File: config.mk
export PLATFORM = sky130hd
export DESIGN_NAME = tdm_mux_ctrl
export DESIGN_NICKNAME = d
export VERILOG_FILES = /design/src/rtl/tdm_mux_ctrl.sv
export SDC_FILE = /design/constraint.sdc
export NUM_CORES = 1
export LEC_CHECK = 0
export ABC_AREA = 1
export BUFFER_PORTS_ARGS = -buffer_cell sky130_fd_sc_hd__clkbuf_2
export CAP_MARGIN = 20
export CORE_AREA = 2 2 77 61
export CTS_BUF_LIST = sky130_fd_sc_hd__clkbuf_4
export DETAILED_ROUTE_END_ITERATION = 10
export DIE_AREA = 0 0 79 63
export PLACE_DENSITY_LB_ADDON = 0.12
export REMOVE_ABC_BUFFERS = 1
export SLEW_MARGIN = 20
export SYNTH_ARGS = -nofsm -noshare
export SYNTH_HDL_FRONTEND = slang
export SYNTH_SLANG_ARGS = --single-unit
File: constraint.sdc
create_clock -name clk -period 1.9 [get_ports clk]
set_clock_uncertainty 0.1 [all_clocks]
set_input_delay 0.38 -clock clk [delete_from_list [all_inputs] [get_ports clk]]
set_output_delay 0.38 -clock clk [all_outputs]
set_load 0.05 [all_outputs]
File: src/rtl/tdm_mux_ctrl.sv
// tdm_mux_ctrl: select controller for the TDM bypass mux.
// Switches the mux between the register path (0) and the bypass path (1)
// only after the current source completes a frame. It then masks valid for
// a guard interval, forces the switch after a drain timeout, and keeps
// diagnostic status.
module tdm_mux_ctrl #(
  parameter int unsigned GUARD   = 4,
  parameter int unsigned TIMEOUT = 1024,
  parameter int unsigned CNT_W   = 16
) (
  input  logic             clk,
  input  logic             rst,
  input  logic             bypassReq,
  input  logic             tdmPdataValid0,
  input  logic             tdmPdataValid1,
  input  logic             errClr,
  output logic             sel,
  output logic             validEn,
  output logic             switching,
  output logic             timeoutErr,
  output logic [CNT_W-1:0] switchCnt
);

  localparam int unsigned DrainW = $clog2(TIMEOUT);
  localparam logic [DrainW-1:0] DrainLast = DrainW'(TIMEOUT - 1);
  localparam logic [7:0] GuardLoad = 8'(GUARD - 1);

  typedef enum logic [1:0] {StRun, StDrain, StGuard} state_e;

  state_e            state_q;
  logic [DrainW-1:0] drain_cnt_q;
  logic [7:0]        guard_cnt_q;
  logic              sel_q;
  logic              valid_en_q;
  logic              switching_q;
  logic              timeout_err_q;
  logic [CNT_W-1:0]  switch_cnt_q;

  logic cur_valid;
  logic req_diff;
  logic drain_last;
  logic do_switch;
  logic force_set;

  // Switch decisions; the non-selected strobe never reaches cur_valid.
  always_comb begin
    cur_valid  = sel_q ? tdmPdataValid1 : tdmPdataValid0;
    req_diff   = (bypassReq != sel_q);
    drain_last = (drain_cnt_q == DrainLast);
    do_switch  = (state_q == StDrain) && req_diff && (cur_valid || drain_last);
    // A frame strobe on the timeout cycle counts as a normal switch.
    force_set  = (state_q == StDrain) && req_diff && !cur_valid && drain_last;
  end

  // Control FSM with registered outputs.
  always_ff @(posedge clk or posedge rst) begin
    if (rst) begin
      state_q       <= StRun;
      drain_cnt_q   <= '0;
      guard_cnt_q   <= '0;
      sel_q         <= 1'b0;
      valid_en_q    <= 1'b1;
      switching_q   <= 1'b0;
      timeout_err_q <= 1'b0;
      switch_cnt_q  <= '0;
    end else begin
      // Setting the sticky error wins over a same-cycle clear.
      if (force_set) begin
        timeout_err_q <= 1'b1;
      end else if (errClr) begin
        timeout_err_q <= 1'b0;
      end

      unique case (state_q)
        StRun: begin
          if (req_diff) begin
            state_q     <= StDrain;
            drain_cnt_q <= '0;
            switching_q <= 1'b1;
          end
        end
        StDrain: begin
          drain_cnt_q <= drain_cnt_q + DrainW'(1);
          if (!req_diff) begin
            state_q     <= StRun;
            switching_q <= 1'b0;
          end else if (do_switch) begin
            sel_q        <= ~sel_q;
            switch_cnt_q <= switch_cnt_q + CNT_W'(1);
            guard_cnt_q  <= GuardLoad;
            valid_en_q   <= 1'b0;
            state_q      <= StGuard;
          end
        end
        StGuard: begin
          if (guard_cnt_q == 8'd0) begin
            state_q     <= StRun;
            valid_en_q  <= 1'b1;
            switching_q <= 1'b0;
          end else begin
            guard_cnt_q <= guard_cnt_q - 8'd1;
          end
        end
        default: begin
          state_q <= StRun;
        end
      endcase
    end
  end

  assign sel        = sel_q;
  assign validEn    = valid_en_q;
  assign switching  = switching_q;
  assign timeoutErr = timeout_err_q;
  assign switchCnt  = switch_cnt_q;

endmodule
==> results.yml <==
outcome:
  status: "finished clean"
die:
  ios: 26
  dieHeight_um: 63
  fp-row-count: 21
  start_util: 0.578
  die-area_sq_um: 4980
  dieWidth_um: 79
  coreArea_sq_um: 4260
setup_path:
  max_stage_delay_ns: 0.45
  cp.arrival_ns: 1.87
  critPathLaunchType: "flop"
  cp_cell_sequence: "ha_1, inv_1, nor3_1, nand3_1, nand2_1, nand2_1, nand2_1, nand2_1"
  cpMostUsedCell: "nand2_1"
  cp.buffers_inverters: 1
  critPathCaptureType: "flop"
  critical_path_required_ns: 2.05
  critical-path-top-delay-family: "simple AND/OR/NAND/NOR gates"
  crit_type: "reg -> reg"
  crit_fanout: 5
  r2r_slack_ns: 0.18
  slowest_stage: "dfrtp_1"
pwr:
  p_leak_nw: 1.42
  swShare: 0.514
  switching_power_mw: 1.85
  vdd_ir_drop_max_mv: 0.954
  power_mw: 3.59
  power.internal_mw: 1.75
  pwr-share-comb: 0.518
  power_density_nw_per_um2: 1320
  seqPwrFrac: 0.360
  clkPwrFrac: 0.122
finish:
  antenna_cells: 0
  final_cells: 429
  fill_cells: 378
  final_common_cell: "nand2_1"
  synthToLayoutAreaGrowth_pct: 10.8
  fin_nets: 385
  final_cell_mix: "nand2_1, inv_1, dfrtp_1"
  drive_gt1_frac: 0.145
yosys:
  synthTopCellsByArea: "dfrtp_1, nand2_1, inv_1, nand3_1, xor2_1"
  seq_area_frac_synth: 0.407
  syn_avg_cell_area_sq_um: 7.26
  ys_types: 28
  syn_area_sq_um: 2460
  yosysWarnings: 0
  synth_top_cell_area_share: 0.396
  synth-seq-cells: 40
  synth_top_cell_by_area: "dfrtp_1"
  synth_cells: 339
clocking:
  clock_path_buffers: 2
  clkLatencyLatePin_ns: 0.36
  cts-root-buf: "clkbuf_4"
  clock_sinks: 40
  cts_tree: "yes"
  htree_num_levels: 2
  clk_pin_slew_worst_paths_ns: 0.13
  cts_buffers: 5
route:
  routedWlPerCell_um: 11.9
  drtAntennaViolNets: 0
  drc: 0
  routed_via_density: 5.05
  drt-initial-drc-count: 127
  dr_total_vias: 2166
  drt-total-wl_um: 5090
  drtPass1Iterations: 4
sta:
  finalCriticalPeriod_ns: 1.72
  finalHoldViolCount: 0
  relSlewSlack: 0.665
  fin_crit_sh: 0.904
  tns_ns: 0
  tightestPinTransition_ns: 0.502
  fin_ws_ns: 0.183
  setup_viol: 0
  hold_slack_ns: 0.0130
  slew_violations: 0
  rsz0062_at_grt: "no"
  fmax_mhz: 582
grt:
  grt-ovfl-total: 0
  met1_usage: 0.344
  grt_max_degree: 41
  use_met3: 0.0491
  antenna_found_initial: 0
  grt.busiest_layer: "met1"
  grt_pass1_vias: 1986
  grtUsageMet2: 0.337
  grt_usage: 0.229
  grt_pass1_wl_um: 9070
placed_design:
  dpl.hpwl_um: 3870
  dp_cells: 421
  port_buffers: 25
  dp_slack_ns: 0.136
  routabilityCongestion: 0.882
worst_hold_path:
  min_path_type: "in -> async"
run:
  cap_violations: 0
-- cell usage after synthesis --
master / count
nand2_1: 113
inv_1: 47
dfrtp_1: 39
nand3_1: 28
nor2_1: 26
o21ai_0: 18
xor2_1: 13
nand4_1: 10
ha_1: 8
nor3_1: 6
a21oi_1: 4
nand2_2: 4
buf_2: 3
buf_6: 2
nand2_4: 2
nand3b_1: 2
o21ai_2: 2
xnor2_1: 2
buf_4: 1
dfstp_2: 1
inv_2: 1
nand3_2: 1
nor2_2: 1
nor2_4: 1
o2111ai_1: 1
o31ai_1: 1
o32ai_1: 1
or2_2: 1
-- through the flow --
| stage | util | instance area, sq um |
|---|---|---|
| final | 0.641 | 2730 |
| after global routing | 0.641 | 2730 |
| after CTS | 0.638 | 2720 |
| after detailed placement | 0.625 | 2660 |
| after global placement | 0.625 | 2660 |
| after floorplan | - | 2420 |
-- power by group through the flow --
stage / sequential [mW] / combinational (mW) / clock [mW]
final: 1.29 / 1.86 / 0.440
after global routing: 1.33 / 2.09 / 0.486
after global placement: 1.30 / 1.81 / 0
after floorplan: 1.66 / 0.979 / 0
after CTS: 1.29 / 1.85 / 0.457
after detailed placement: 1.31 / 1.84 / 0
-- state kept, by name (all words and copies together) (netlist names) --
register     flops
state_q          2
sel              1
switchCnt       16
validEn          1
drain_cnt_q     10
switching        1
guard_cnt_q      8
timeoutErr       1
-- metal layers --
layer  vias to the layer above  part of all wire
li1                       1132                 -
met1                       970              0.50
met2                        60              0.43
met3                         4             0.065
met4                         0            0.0067
met5                         -                 0
-- what timing repair did --
item,CTS,global route
setup buffers,0,0
setup endpoints to repair,0,18
hold buffers,0,0
gates resized for setup,0,4
-- logic make-up (layout without fill, tap and decap cells) --
family / Yosys count / in the layout / share of synthesized area
compound gates: 27 / 27 / 0.0620
xor+xnor: 15 / 15 / 0.0534
fa+ha+maj: 8 / 8 / 0.0407
buf+inv: 54 / 87 / 0.0915
flops: 40 / 40 / 0.407
simple gates: 195 / 195 / 0.346
-- worst min-delay path: stages --
cell and delay (ns):
clkbuf_2 0.08, inv_1 0.05, buf_4 0.43
-- final timing paths --
path | depth (start not counted) | from | end
max reg2reg | 8 | switchCnt[1]$_DFFE_PP0P_ | switchCnt[14]$_DFFE_PP0P_
min reg2reg | 2 | validEn$_DFFE_PP1P_ | validEn$_DFFE_PP1P_
max | 8 | switchCnt[1]$_DFFE_PP0P_ | switchCnt[14]$_DFFE_PP0P_
max in group asynchronous | 3 | rst | switchCnt[14]$_DFFE_PP0P_
min | 3 | rst | switchCnt[7]$_DFFE_PP0P_
min in group clk | 2 | errClr | timeoutErr$_DFFE_PP0P_
-- final cells by class --
class	count	area [sq um]	area share
timing repair buffer	31	170	0.0624
inverter	48	183	0.0669
sequential	40	1000	0.367
clock buffer	5	37.5	0.0138
clock inverter	3	18.8	0.00688
multi-input combinational	245	1250	0.457
tap	57	71.3	0.0261
(Power assumes the default switching activity.)
